<file path="src/rtl/router_reg_if.sv">
// rtl/router_reg_if.sv - router packet register bus: FSM state strobes, FIFO-side data and status flags
interface router_reg_if #(
  parameter int DATA_W = 8
);
  logic              pkt_valid;
  logic [DATA_W-1:0] data_in;
  logic              fifo_full;
  logic              detect_add;
  logic              lfd_state;
  logic              ld_state;
  logic              laf_state;
  logic              full_state;
  logic              rst_int_reg;
  logic [DATA_W-1:0] dout;
  logic              parity_done;
  logic              low_packet_valid;
  logic              err;
  logic              len_err;
  logic              addr_err;
  logic              hold_valid;

  modport master (
    output pkt_valid, data_in, fifo_full, detect_add, lfd_state, ld_state,
           laf_state, full_state, rst_int_reg,
    input  dout, parity_done, low_packet_valid, err, len_err, addr_err, hold_valid
  );

  modport slave (
    input  pkt_valid, data_in, fifo_full, detect_add, lfd_state, ld_state,
           laf_state, full_state, rst_int_reg,
    output dout, parity_done, low_packet_valid, err, len_err, addr_err, hold_valid
  );
endinterface

</file>
<file path="src/rtl/router_reg_param.sv">
// rtl/router_reg_param.sv - router packet data register with one-byte hold, running check and length/address checks
module router_reg_param #(
  parameter int DATA_W   = 8,
  parameter int ADDR_W   = 2,
  parameter int NUM_CH   = 3,
  parameter int CHK_MODE = 0
) (
  input logic         clock,
  input logic         resetn,
  router_reg_if.slave bus
);
  localparam int          LEN_W    = DATA_W - ADDR_W;
  localparam logic [31:0] NUM_CH_U = NUM_CH;

  logic [DATA_W-1:0] header;
  logic [DATA_W-1:0] hold;
  logic [DATA_W-1:0] chk;
  logic [DATA_W-1:0] ext_chk;
  logic [LEN_W-1:0]  cnt;
  logic              hold_is_chk;
  logic              cmp_pend;
  logic              addr_ok;

  function automatic logic [DATA_W-1:0] chk_op(input logic [DATA_W-1:0] a,
                                               input logic [DATA_W-1:0] b);
    if (CHK_MODE == 1) return a + b;
    else               return a ^ b;
  endfunction

  assign addr_ok = 32'(bus.data_in[ADDR_W-1:0]) < NUM_CH_U;

  always_ff @(posedge clock or negedge resetn) begin
    if (!resetn) begin
      header               <= '0;
      hold                 <= '0;
      chk                  <= '0;
      ext_chk              <= '0;
      cnt                  <= '0;
      hold_is_chk          <= 1'b0;
      cmp_pend             <= 1'b0;
      bus.dout             <= '0;
      bus.parity_done      <= 1'b0;
      bus.low_packet_valid <= 1'b0;
      bus.err              <= 1'b0;
      bus.len_err          <= 1'b0;
      bus.addr_err         <= 1'b0;
      bus.hold_valid       <= 1'b0;
    end else begin
      bus.addr_err <= 1'b0;
      if (bus.rst_int_reg) bus.low_packet_valid <= 1'b0;

      if (!bus.full_state) begin
        // Single compare on the cycle after parity_done rises; results stay sticky.
        if (cmp_pend) begin
          bus.err     <= (chk != ext_chk);
          bus.len_err <= (cnt != header[DATA_W-1:ADDR_W]);
          cmp_pend    <= 1'b0;
        end

        if (bus.detect_add) begin
          if (bus.pkt_valid) begin
            if (addr_ok) begin
              header          <= bus.data_in;
              chk             <= '0;
              cnt             <= '0;
              bus.err         <= 1'b0;
              bus.len_err     <= 1'b0;
              bus.parity_done <= 1'b0;
              cmp_pend        <= 1'b0;
            end else begin
              bus.addr_err <= 1'b1;
            end
          end
        end else if (bus.lfd_state) begin
          bus.dout <= header;
          chk      <= chk_op(chk, header);
        end else if (bus.ld_state) begin
          if (bus.pkt_valid) begin
            chk <= chk_op(chk, bus.data_in);
            if (cnt != '1) cnt <= cnt + LEN_W'(1);
            if (!bus.fifo_full) begin
              bus.dout <= bus.data_in;
            end else begin
              hold           <= bus.data_in;
              bus.hold_valid <= 1'b1;
            end
          end else begin
            if (!bus.rst_int_reg) bus.low_packet_valid <= 1'b1;
            if (!bus.fifo_full) begin
              bus.dout        <= bus.data_in;
              ext_chk         <= bus.data_in;
              bus.parity_done <= 1'b1;
              if (!bus.parity_done) cmp_pend <= 1'b1;
            end else begin
              hold           <= bus.data_in;
              bus.hold_valid <= 1'b1;
              hold_is_chk    <= 1'b1;
            end
          end
        end else if (bus.laf_state && bus.hold_valid) begin
          bus.dout       <= hold;
          bus.hold_valid <= 1'b0;
          if (hold_is_chk) begin
            ext_chk         <= hold;
            bus.parity_done <= 1'b1;
            hold_is_chk     <= 1'b0;
            if (!bus.parity_done) cmp_pend <= 1'b1;
          end
        end
      end
    end
  end
endmodule
</file>
<file path="src/flat_wrapper.sv">
// flat-port wrapper written by rule: the top's interface ports become plain ports
module router_reg_param_flat 
#(
  parameter int DATA_W   = 8,
  parameter int ADDR_W   = 2,
  parameter int NUM_CH   = 3,
  parameter int CHK_MODE = 0
)
  (clock, resetn, bus_pkt_valid, bus_data_in, bus_fifo_full, bus_detect_add, bus_lfd_state, bus_ld_state, bus_laf_state, bus_full_state, bus_rst_int_reg, bus_dout, bus_parity_done, bus_low_packet_valid, bus_err, bus_len_err, bus_addr_err, bus_hold_valid);
  router_reg_if #(.DATA_W(DATA_W)) bus_i ();
  input logic clock;
  input logic resetn;
  input wire logic [$bits(bus_i.pkt_valid)-1:0] bus_pkt_valid;
  input wire logic [$bits(bus_i.data_in)-1:0] bus_data_in;
  input wire logic [$bits(bus_i.fifo_full)-1:0] bus_fifo_full;
  input wire logic [$bits(bus_i.detect_add)-1:0] bus_detect_add;
  input wire logic [$bits(bus_i.lfd_state)-1:0] bus_lfd_state;
  input wire logic [$bits(bus_i.ld_state)-1:0] bus_ld_state;
  input wire logic [$bits(bus_i.laf_state)-1:0] bus_laf_state;
  input wire logic [$bits(bus_i.full_state)-1:0] bus_full_state;
  input wire logic [$bits(bus_i.rst_int_reg)-1:0] bus_rst_int_reg;
  output wire logic [$bits(bus_i.dout)-1:0] bus_dout;
  output wire logic [$bits(bus_i.parity_done)-1:0] bus_parity_done;
  output wire logic [$bits(bus_i.low_packet_valid)-1:0] bus_low_packet_valid;
  output wire logic [$bits(bus_i.err)-1:0] bus_err;
  output wire logic [$bits(bus_i.len_err)-1:0] bus_len_err;
  output wire logic [$bits(bus_i.addr_err)-1:0] bus_addr_err;
  output wire logic [$bits(bus_i.hold_valid)-1:0] bus_hold_valid;
  assign bus_i.pkt_valid = bus_pkt_valid;
  assign bus_i.data_in = bus_data_in;
  assign bus_i.fifo_full = bus_fifo_full;
  assign bus_i.detect_add = bus_detect_add;
  assign bus_i.lfd_state = bus_lfd_state;
  assign bus_i.ld_state = bus_ld_state;
  assign bus_i.laf_state = bus_laf_state;
  assign bus_i.full_state = bus_full_state;
  assign bus_i.rst_int_reg = bus_rst_int_reg;
  assign bus_dout = bus_i.dout;
  assign bus_parity_done = bus_i.parity_done;
  assign bus_low_packet_valid = bus_i.low_packet_valid;
  assign bus_err = bus_i.err;
  assign bus_len_err = bus_i.len_err;
  assign bus_addr_err = bus_i.addr_err;
  assign bus_hold_valid = bus_i.hold_valid;
  router_reg_param #(.DATA_W(DATA_W), .ADDR_W(ADDR_W), .NUM_CH(NUM_CH), .CHK_MODE(CHK_MODE)) u_core (.clock(clock), .resetn(resetn), .bus(bus_i));
endmodule
</file>
<file path="config.mk">
export PLATFORM = sky130hd
export DESIGN_NAME = router_reg_param_flat
export DESIGN_NICKNAME = d
export VERILOG_FILES = /design/src/rtl/router_reg_if.sv /design/src/rtl/router_reg_param.sv /design/src/flat_wrapper.sv
export SDC_FILE = /design/constraint.sdc
export NUM_CORES = 1
export LEC_CHECK = 0
export CELL_PAD_IN_SITES_DETAIL_PLACEMENT = 2
export CELL_PAD_IN_SITES_GLOBAL_PLACEMENT = 2
export CORE_ASPECT_RATIO = 1.2
export CORE_MARGIN = 2
export CORE_UTILIZATION = 32
export CTS_BUF_LIST = sky130_fd_sc_hd__clkbuf_16
export DETAILED_ROUTE_END_ITERATION = 12
export PLACE_DENSITY_LB_ADDON = 0.12
export SLEW_MARGIN = 10
export SYNTH_ARGS = -nofsm -noshare
export SYNTH_HDL_FRONTEND = slang
export SYNTH_SLANG_ARGS = --single-unit
export TNS_END_PERCENT = 1
</file>
<file path="constraint.sdc">
create_clock -name clock -period 1.8 [get_ports clock]
set_input_delay 0.36 -clock clock [delete_from_list [all_inputs] [get_ports clock]]
set_output_delay 0.36 -clock clock [all_outputs]
set_load 0.05 [all_outputs]
</file>
[After elaboration in Yosys (flattened, before gate mapping)]
Cells that the tools add are included.
Storage, ports and cells
  logic and storage cells: 114
  memories kept: 0
  output and inout bits: 14
  register bits: 54
  bits in read-only memories: 0
  latch bits: 0
  bits in writable memories: 0
Cells by class
  divide/modulo/power cells: 0
  add/sub/neg operators: 1
  $lt $le $gt $ge: 1
  mux-type cells: 62
  shift-type cells: 0
  multiply operators: 0
  reduce and logical (&&, ||, !) cells: 18
  equality and inequality tests: 13
  bitwise logic cells: 5
Operators by type and width (count)
  $mux W8: 14
  $mux W6: 7
  $mux W1: 41
  $xor A8 B8 Y8: 2
  $reduce_and A5 Y1: 3
  $reduce_and A7 Y1: 2
  $reduce_bool A3 Y1: 4
  $ne A2 B2 Y1 const B: 5
  $ne A3 B3 Y1 const B: 3
  $ne A8 B8 Y1: 1
  $reduce_and A4 Y1: 2
  $reduce_and A8 Y1: 1
  $reduce_bool A2 Y1: 4
  $add A6 B1 Y6 const B: 1
  $ne A6 B6 Y1: 1
  $ne A6 B6 Y1 const B: 1
  $reduce_and A6 Y1: 1
  $ne A4 B4 Y1 const B: 1
  $not A1 Y1: 3
  $lt A2 B2 Y1 const B: 1
  $ne A2 B1 Y1 const B: 1
  $logic_and A1 B1 Y1: 1

[Depth between registers and ports, before layout]
  word-level depth: 7
  gate-level depth with buffers: 6

[Least setup slack after synthesis]
No wires, ideal clock.
  path type: flip-flop to flip-flop
  from: register u_core.cnt[0]
  to: register u_core.cnt[3]
  buffers on the path: 1
  setup slack: -19 ps
  stages on the path, launching flop included: 7
  required time: 1722 ps
  arrival time: 1741 ps
  cells stage by stage: dfrtp_1 -> ha_1 -> and3_1 -> and4b_4 -> buf_6 -> or4_1 -> a21oi_1
Between the ends
  cells in the longest elaborated chain, start to end: 6
  elaborated cells on any way between the ends: 9
  those cells by class: add/sub (1); eq/ne (1); mux (5); reduce/logical (2)
Ends and longest elaborated chain
  start: declaration: RTL line router_reg_param.sv:19  | logic [LEN_W-1:0] cnt;
  start signal: assignment: RTL line router_reg_param.sv:80  | if (cnt != '1) cnt <= cnt + LEN_W'(1);
  $add A6 B1 Y6: RTL line router_reg_param.sv:80
  $mux W6: RTL line router_reg_param.sv:80
  $mux W6: RTL line router_reg_param.sv:78  | if (bus.pkt_valid) begin
  $mux W6: RTL line router_reg_param.sv:77  | end else if (bus.ld_state) begin
  $mux W6: RTL line router_reg_param.sv:74  | end else if (bus.lfd_state) begin
  $mux W6: RTL line router_reg_param.sv:60  | if (bus.detect_add) begin
Several ways; a longest one is shown, not always the timed one. The select of a mux whose other input is x is not followed.
A chain may end at the register's enable or synchronous reset.

[Worst setup path after layout]
Same ends and word-level chain as after synthesis.

==> flow_summary_export.csv <==
group,metric,value,unit
global_route,grt_overflow,0,
worst_setup_path,start_kind,"flop",
clock_tree,clk_pin_slew,70,ps
die,die_area,9220,um^2
synth,synth.avg_cell_area,10.07,um^2
finish,area_delta_synth_final,35.15,%
synth,async_reset_ff_share,100.0,%
synth,synth_top_area_share,49.88,%
pwr,vdd_drop_max,0.4293,mV
synth,syn-cell-area,2709,um^2
route,dr.first_iter.drc_count,122,
synth,yosysSeqAreaShare,49.88,%
pwr,p_seq_share,44.4,%
pwr,p_comb_share,29.2,%
timing,hold_slack,479.7,ps
placed_design,dpl_worst_slack,-258.2,ps
finish,nets,359,
timing,worst_slack,31.93,ps
clock_tree,clkLatencyLatePin,290,ps
clock_tree,cts_buffers,5,
hold_path,hold_class,"reg -> reg",
pwr,p_sw_share,33.35,%
worst_setup_path,worst_ep_required_time,2020,ps
timing,finalCriticalPeriod,1768,ps
route,wirelength,8158,um
run,drv_cap,0,
synth,synthCells,269,
run_status,outcome,"completed",
die,core,8153,um^2
synth,synth_top_cell_by_area,"dfrtp_1",
pwr,p_sw,1.216,mW
placed_design,port_buffers,31,
timing,fmax,565.6,MHz
global_route,grt_pass1_wl,13550,um
global_route,grt_max_degree,43,
die,placementRows,36,
die,start_util,33.23,%
worst_setup_path,crit_type,"reg -> reg",
pwr,intPower,2.432,mW
pwr,power_density,996.5,nW/um^2
clock_tree,cts_sinks,54,
finish,nFillCells,847,
placed_design,gp_congestion,0.7210,
synth,synth_edf_count,0,
route,firstDrtPassIters,4,
clock_tree,htree_levels,2,
worst_setup_path,cp_max_fo,4,
finish,drive_gt1_share,26.39,%
die,die_height,104.8,um
pwr,p_leak,1.664,nW
route,drc,0,
route,wl_per_cell,17.93,um
placed_design,dp_hpwl,6146,um
synth,yosys_warnings,0,
synth,synth.area.top_cells,"dfrtp_1 50%, nand2_1 6.5%, o21ai_0 4.6%, mux2_2 4.6%, mux2i_1 3.7%",
synth,synthMostInstantiatedCell,"dfrtp_1",
timing,clock_skew,6.028,ps
synth,synth.distinct_cells,45,
worst_setup_path,crit_arrival,1990,ps
synth,ys_top_cells_by_count,"54 x dfrtp_1, 47 x nand2_1, 25 x o21ai_0, 16 x a21oi_1, 11 x mux2_2",
timing,rsz0062_at_grt,"yes",
die,num_io_pins,32,
route,ant_nets,0,
synth,ys.flop_type,"dfrtp_1",
clock_tree,cts_buffer_depth,2,
timing,max_slew.worst_pin.slew,393.0,ps
clock_tree,cts_tree,"done",
finish,insertedDiodeCount,0,
route,routed_via_density,5.024,
global_route,grt_pass1_vias,2556,
timing,drv_slew,0,
synth,syn_nets,288,
timing,hold_violations,0,
route,vias,2286,
pwr,p_clk_share,26.4,%
global_route,antenna_found_initial,0,
timing,max_slew_margin,73.60,%
worst_setup_path,end_kind,"flop",
timing,post-route-period-util,98.23,%
synth,synth_seq_cells,54,
clock_tree,post_cts_buffers,0,
die,dieWidth,87.99,um
timing,finalSetupViolCount,0,
global_route,grt_use_total,19.17,%
clock_tree,clock_tree.root_cell,"clkbuf_16",
-- power groups by stage --
stage / Combinational, mW / Clock [mW] / Sequential [mW]
5_1_grt: 1.17 / 1.05 / 1.65
6_report: 1.07 / 0.963 / 1.62
2_1_floorplan: 0.436 / 0 / 1.81
3_3_place_gp: 1.05 / 0 / 1.63
4_1_cts: 1.09 / 0.997 / 1.62
3_5_place_dp: 1.08 / 0 / 1.64
-- per-stage QoR --
stage,util [%],TNS [ps],power (mW),area (um^2),instances
finish,44.90,0,3.648,3661,455
global route,44.90,-89.42,3.875,3661,455
CTS,44.71,0,3.708,3645,455
detailed placement,42.73,-8020,2.720,3483,446
global placement,42.73,-5266,2.673,3483,446
floorplan,-,0,2.243,2711,269
-- layout by cell type, fill, tap and decap left out, drive strengths merged, types with 2 or more instances in the layout --
cell / synthesis / final
a21boi: 8 / 8
a21oi: 16 / 16
a31oi: 3 / 3
and3: 3 / 3
and4b: 2 / 2
buf: 10 / 59
clkbuf: 2 / 5
clkdlybuf4s50: 0 / 16
dfrtp: 54 / 54
inv: 4 / 6
mux2: 16 / 16
mux2i: 10 / 10
nand2: 47 / 47
nand3: 7 / 7
nand4: 4 / 4
nor2: 8 / 8
nor2b: 2 / 2
nor3: 4 / 4
nor4b: 2 / 2
o21ai: 30 / 30
o31ai: 2 / 2
or3: 9 / 9
xnor2: 10 / 10
xor2: 4 / 4
-- final cells by class --
class	instances	area (um^2)	area share, %
repair buffers	76	710.7	19.41
well taps	114	142.6	3.896
multi-input cells	199	1300	35.51
inverters	4	15.01	0.4101
flip-flops and latches	54	1351	36.91
clock inverters	3	16.27	0.4443
clock buffers	5	125.1	3.418
-- cells by family (layout without fill, tap and decap cells) --
| family | count (synthesis) | count (layout) | share of synthesized area (%) |
|---|---|---|---|
| compound gates | 64 | 64 | 13.90 |
| xor+xnor | 14 | 14 | 4.526 |
| buf+inv | 16 | 88 | 3.187 |
| simple gates | 94 | 94 | 17.69 |
| mux | 26 | 26 | 10.35 |
| fa+ha+maj | 1 | 1 | 0.4618 |
| flops | 54 | 54 | 49.88 |
-- flip-flops by register name, summed over array words and instances, names as in the netlist, 6 cells and up --
| signal | cells |
|---|---|
| u_core.ext_chk | 8 |
| u_core.hold | 8 |
| u_core.cnt | 6 |
| u_core.chk | 8 |
| u_core.bus.dout | 8 |
| u_core.header | 8 |
-- final timing paths --
path                                        startpoint            endpoint  slack (ps)  depth (start not counted)
worst max-delay path                     u_core.cnt[0]       u_core.cnt[3]          30                          5
worst min register to register  u_core.bus.parity_done     u_core.cmp_pend         480                          1
worst min-delay path            u_core.bus.parity_done     u_core.cmp_pend         480                          1
min in group asynchronous                       resetn  u_core.bus.dout[1]         500                          2
max in group asynchronous                       resetn   u_core.ext_chk[2]         740                          3
worst max register to register           u_core.cnt[0]       u_core.cnt[3]          30                          5
-- worst max-delay path, stage by stage, from the launching register on --
cell     delay [ps]
dfrtp_1         390
ha_2            200
and3_1          210
and4b_4         230
or4_1           520
a21oi_2         140
-- per-layer routing --
layer | GRT usage [%] | wire, um | share of wire, %
met1 | 24.46 | 3521 | 43
met2 | 33.60 | 4368 | 54
met3 | 2.923 | 210 | 2.6
met4 | 4.396 | 57 | 0.70
met5 | 0 | 0 | 0
-- what timing repair did --
action                                 in CTS  in global routing
gates resized for setup                     2                  4
setup endpoints to repair                   2                 11
hold buffers                                1                  0
pin swaps                                   1                  0
endpoints found under the hold margin      12                  0
Note: power is estimated with default switching activity, not from simulation.
